`src/rtl/cdb_pkg.sv`:
```
// Shared types and helpers for the common-data-bus arbiter.
package cdb_pkg;

  localparam int unsigned CDB_TAG_W  = 4;
  localparam int unsigned CDB_DATA_W = 32;

  typedef struct packed {
    logic                  wr;
    logic [CDB_TAG_W-1:0]  tag;
    logic [CDB_DATA_W-1:0] wdata;
  } cdb_lane_t;

  function automatic int unsigned cdb_wrap_inc(input int unsigned ptr, input int unsigned n);
    return (ptr + 1 >= n) ? 0 : ptr + 1;
  endfunction

endpackage

```
`src/rtl/cdb_rr_pick.sv`:
```
// Combinational picker: grants up to N_CDB requesters scanning from ptr_i, and
// reports which source drives each lane (lanes filled from 0 with no gaps).
module cdb_rr_pick #(
  parameter int unsigned N_SRC = 3,
  parameter int unsigned N_CDB = 1,
  parameter int unsigned PW    = $clog2(N_SRC)
) (
  input  logic [N_SRC-1:0]          req_i,
  input  logic [PW-1:0]             ptr_i,
  output logic [N_SRC-1:0]          gnt_o,
  output logic [N_CDB-1:0][PW-1:0]  lane_src_o,
  output logic [N_CDB-1:0]          lane_vld_o
);

  // Rotated position j corresponds to source (j + ptr) mod N_SRC; ptr is always < N_SRC.
  function automatic int unsigned rot_idx(input int unsigned j, input int unsigned p);
    return (j + p >= N_SRC) ? j + p - N_SRC : j + p;
  endfunction

  logic [N_SRC-1:0] rot_req;
  logic [N_SRC-1:0] rot_gnt;
  logic [N_SRC-1:0] remain;

  always_comb begin
    rot_req    = '0;
    rot_gnt    = '0;
    remain     = '0;
    lane_vld_o = '0;
    lane_src_o = '0;
    gnt_o      = '0;
    for (int unsigned j = 0; j < N_SRC; j++) begin
      rot_req[j] = req_i[rot_idx(j, 32'(ptr_i))];
    end
    remain = rot_req;
    for (int unsigned k = 0; k < N_CDB; k++) begin
      for (int unsigned j = 0; j < N_SRC; j++) begin
        if (remain[j] && !lane_vld_o[k]) begin
          lane_vld_o[k] = 1'b1;
          lane_src_o[k] = PW'(rot_idx(j, 32'(ptr_i)));
          rot_gnt[j]    = 1'b1;
          remain[j]     = 1'b0;
        end
      end
    end
    for (int unsigned j = 0; j < N_SRC; j++) begin
      gnt_o[rot_idx(j, 32'(ptr_i))] = rot_gnt[j];
    end
  end

endmodule

```
`src/rtl/cdb_arbiter_mc.sv`:
```
// Common-data-bus arbiter with registered broadcast lanes. Define CDB_RR_EN for
// round-robin arbitration; otherwise fixed priority with source 0 highest.
module cdb_arbiter_mc
  import cdb_pkg::*;
#(
  parameter int unsigned N_SRC  = 3,
  parameter int unsigned N_CDB  = 1,
  parameter int unsigned TAG_W  = CDB_TAG_W,
  parameter int unsigned DATA_W = CDB_DATA_W
) (
  input  logic                       clk,
  input  logic                       rst_n,
  input  logic                       flush,
  input  logic [N_SRC-1:0]           src_req,
  input  logic [N_SRC*TAG_W-1:0]     src_tag,
  input  logic [N_SRC*DATA_W-1:0]    src_wdata,
  output logic [N_SRC-1:0]           src_rdy,
  output logic [N_CDB-1:0]           cdb_wr,
  output logic [N_CDB*TAG_W-1:0]     cdb_tag,
  output logic [N_CDB*DATA_W-1:0]    cdb_wdata,
  output logic [$clog2(N_SRC)-1:0]   rr_ptr_o
);

  localparam int unsigned PW = $clog2(N_SRC);

  logic [N_SRC-1:0]          pick_gnt;
  logic [N_CDB-1:0][PW-1:0]  lane_src;
  logic [N_CDB-1:0]          lane_vld;

  logic [PW-1:0]             rr_ptr_q, rr_ptr_d;
  logic [N_CDB-1:0]          wr_q, wr_d;
  logic [N_CDB*TAG_W-1:0]    tag_q, tag_d;
  logic [N_CDB*DATA_W-1:0]   wdata_q, wdata_d;

  cdb_rr_pick #(
    .N_SRC (N_SRC),
    .N_CDB (N_CDB),
    .PW    (PW)
  ) u_pick (
    .req_i      (src_req),
    .ptr_i      (rr_ptr_q),
    .gnt_o      (pick_gnt),
    .lane_src_o (lane_src),
    .lane_vld_o (lane_vld)
  );

  assign src_rdy = (flush || !rst_n) ? '0 : pick_gnt;

  // Unfilled or flushed lanes load zeros so no stale payload is ever broadcast.
  always_comb begin
    wr_d    = '0;
    tag_d   = '0;
    wdata_d = '0;
    for (int unsigned k = 0; k < N_CDB; k++) begin
      if (lane_vld[k] && !flush) begin
        wr_d[k]                       = 1'b1;
        tag_d[k*TAG_W +: TAG_W]       = src_tag[32'(lane_src[k])*TAG_W +: TAG_W];
        wdata_d[k*DATA_W +: DATA_W]   = src_wdata[32'(lane_src[k])*DATA_W +: DATA_W];
      end
    end
  end

`ifdef CDB_RR_EN
  // Highest filled lane holds the last granted source in scan order.
  always_comb begin
    rr_ptr_d = rr_ptr_q;
    if (!flush) begin
      for (int unsigned k = 0; k < N_CDB; k++) begin
        if (lane_vld[k]) rr_ptr_d = PW'(cdb_wrap_inc(32'(lane_src[k]), N_SRC));
      end
    end
  end
`else
  assign rr_ptr_d = '0;
`endif

  always_ff @(posedge clk or negedge rst_n) begin
    if (!rst_n) begin
      rr_ptr_q <= '0;
      wr_q     <= '0;
      tag_q    <= '0;
      wdata_q  <= '0;
    end else begin
      rr_ptr_q <= rr_ptr_d;
      wr_q     <= wr_d;
      tag_q    <= tag_d;
      wdata_q  <= wdata_d;
    end
  end

  assign cdb_wr    = wr_q;
  assign cdb_tag   = tag_q;
  assign cdb_wdata = wdata_q;
  assign rr_ptr_o  = rr_ptr_q;

endmodule

```
`config.mk`:
```
export PLATFORM = sky130hd
export DESIGN_NAME = cdb_arbiter_mc
export DESIGN_NICKNAME = d
export VERILOG_FILES = /design/src/rtl/cdb_pkg.sv /design/src/rtl/cdb_rr_pick.sv /design/src/rtl/cdb_arbiter_mc.sv
export SDC_FILE = /design/constraint.sdc
export NUM_CORES = 1
export LEC_CHECK = 0
export CAP_MARGIN = 0
export CORE_UTILIZATION = 34
export DETAILED_ROUTE_END_ITERATION = 12
export GPL_TIMING_DRIVEN = 0
export PLACE_DENSITY = 0.85
export SYNTH_ARGS = -nofsm -noshare
export SYNTH_HDL_FRONTEND = slang
export SYNTH_SLANG_ARGS = --single-unit
```
`constraint.sdc`:
```
create_clock -name clk -period 1.6 [get_ports clk]
set_input_delay 0.32 -clock clk [delete_from_list [all_inputs] [get_ports clk]]
set_output_delay 0.32 -clock clk [all_outputs]
set_load 0.05 [all_outputs]
```
==> flow_summary_export.csv <==
group,metric,value,unit
critical_path,critPathKind,"input pin to output pin",
layout,regArea,926,um^2
logic_synthesis,yosysTopAreaCell,"dfrtp_1",
logic_synthesis,synth_seq_area_share,0.445,
critical_path,path_cells,"buf_6, or3b_4, buf_12, nor2_4, buf_6",
global_route,grt_max_degree,39,
detailed_routing,first_pass_iters,4,
timing,rsz0062_at_grt,"no",
critical_path,crit_path_start_kind,"input pin",
timing,timing.hold.ws,-0.0614,ns
logic_synthesis,synth_top_family_by_area,"compound AO/OA/AOI/OAI gates",
die,start_util,0.352,
clock_tree,htreeDepth,2,
logic_synthesis,async_reset_ff_frac,1.00,
clock_tree,cts_tree,"done",
die,dieArea,6440,um^2
clock_tree,cts_root_buf,"clkbuf_8",
detailed_routing,vias,2195,
logic_synthesis,synthXorXnorAreaFrac,0,
pwr,powerDensity,695,nW/um^2
logic_synthesis,synth-seq-cells,37,
run,cap_violations,0,
timing,max_slew.worst_pin.slew,0.549,ns
critical_path,cp_slowest_cell,"or3b_4",
logic_synthesis,yosysTopAreaCellShare,0.445,
placed_design,io_buffers,153,
timing,relSlewSlack,0.636,
timing,post-route-period-util,0.960,
logic_synthesis,synthTopCellsByArea,"dfrtp_1, a311oi_2, nand2_1, nor2_1, buf_2",
die,rows,28,
timing,fin_crit,1.54,ns
placed_design,dpl_cell_area,3720,um^2
detailed_routing,wl_per_cell,15.3,um
critical_path,crit_family,"simple AND/OR/NAND/NOR gates",
layout,antenna_cells,0,
global_route,gr-total-overflow,0,
placed_design,gp_congestion,0.732,
logic_synthesis,synth_area_per_cell,9.68,um^2
detailed_routing,vias_per_cell,4.86,
logic_synthesis,synth_mux_area_frac,0,
logic_synthesis,synth.distinct_cells,14,
logic_synthesis,synth-compound-area-share,0.260,
global_route,antenna_found_initial,0,
clock_tree,clock_path_buffers,2,
pwr,peakVddDrop,0.000347,V
min_path,hp-class,"input pin to asynchronous set/reset pin",
layout,multi_input_area,1030,um^2
detailed_routing,final_antenna_net_count,0,
global_route,grt_pass1_vias,2292,
pwr,leakage,0.00172,uW
layout,synthToLayoutAreaGrowth,82.6,%
placed_design,dpl.hpwl,5240,um
timing,drv_slew,0,
timing,setup_violations,0,
clock_tree,cts_buffers,5,
logic_synthesis,synth_area,2080,um^2
status,outcome,"finished, violations left",
layout,fin_nets,491,
critical_path,crit_top_cell,"buf_6",
logic_synthesis,yosys.area_share.adder,0,
logic_synthesis,yosysWarnings,0,
detailed_routing,drtIter0Drc,92,
timing,max_freq,0.651,GHz
critical_path,cpPeakStageDelay,0.42,ns
layout,drive_gt1_frac,0.204,
logic_synthesis,synth_edf_count,0,
logic_synthesis,yosysMostFrequentCell,"nand2_1",
die,io_pins,156,
critical_path,path_buf_inv,3,
detailed_routing,drc,0,
critical_path,crit_arrival,1.22,ns
status,violations,"hold timing",
die,die_x,80.3,um
global_route,grt_pass1_wl,11000,um
detailed_routing,routed_wl,6900,um
timing,hold_viol_final,37,
critical_path,crit_fanout,4,
clock_tree,clk_pin_slew,0.07,ns
clock_tree,clock-sinks,37,
critical_path,setup.worst_path.start,"src_req[1]",
global_route,track_usage,0.225,
layout,fillers,531,
die,chipHeight,80.3,um
logic_synthesis,synth_commonest_cells,"nand2_1, nor2_1, dfrtp_1, a311oi_2, buf_2",
logic_synthesis,synth-simple-area-share,0.219,
logic_synthesis,synthFlopType,"dfrtp_1",
layout,fin_area,3800,um^2
die,core,5920,um^2
critical_path,crit_path_end_kind,"output pin",
logic_synthesis,synthCells,215,
critical_path,cp.required,1.28,ns
==> stage by stage <==
stage               setup WS (ns)   util  instances  power [uW]   TNS, ns
detailed placement          -1.14  0.628        444        2040    -13.68
floorplan                 0.00508      -        216        1550         0
global placement            -2.19  0.628        444        2030    -42.94
CTS                      -0.00337  0.643        453        2670  -0.00337
global route               0.0368  0.642        452        2780         0
finish                     0.0647  0.642        452        2640         0
==> cells in the final DEF, fill, tap and decap left out, types with 2 or more instances in the layout <==
cell type	n
clkdlybuf4s50_1	109
dlygate4sd2_1	37
a311oi_2	36
nand2_1	72
clkbuf_8	6
inv_1	2
dfrtp_1	37
conb_1	2
buf_6	11
nor2_2	2
buf_2	13
buf_4	5
nor2_1	36
==> cells by family after synthesis <==
| group | count (synthesis) |
|---|---|
| AOI/OAI and AO/OA | 36 |
| buffers and inverters | 24 |
| DFF | 37 |
| other | 1 |
| and+or+nand+nor | 117 |
==> cell type report <==
cell class	count	area share
buffer	21	0.0418
timing repair buffer	155	0.395
inverter	2	0.00197
tap	75	0.0247
multi-input combinational	155	0.270
sequential	37	0.244
clock buffer	7	0.0227
==> report_power, final <==
part / internal, uW / leakage [uW] / total, uW / switching [uW]
combinational: 431 / 0.00120 / 962 / 530
sequential: 1000 / 0.000482 / 1020 / 14.8
clock: 342 / 0.0000443 / 664 / 321
==> per-layer routing <==
layer  wire length (um)  GRT usage  share of wire
met5                  0          0              0
met2               3520      0.409           0.51
met1               2730      0.251           0.40
met3                620     0.0682          0.090
met4                 27     0.0661         0.0039
==> flip-flops by register name, summed over array words and instances (netlist names) <==
signal	count
cdb_wdata	32
cdb_tag	4
cdb_wr	1
==> path summary, 6_finish.rpt <==
path	end	slack, ns	cells after the start
max	src_rdy[2]	0.06	5
min in group clk	cdb_wdata[0]$_DFF_PN0_	0.53	5
max in group asynchronous	cdb_wdata[19]$_DFF_PN0_	1.38	1
min	cdb_tag[1]$_DFF_PN0_	-0.06	1
==> what timing repair did <==
action | 4_1_cts | 5_1_grt
gates resized for setup | 84 | 1
endpoints found under the setup margin | 57 | 1
setup buffers | 2 | 0
endpoints found under the hold margin | 37 | 37
pin swaps | 3 | 0
No activity file was read; power rests on OpenSTA's default activity.
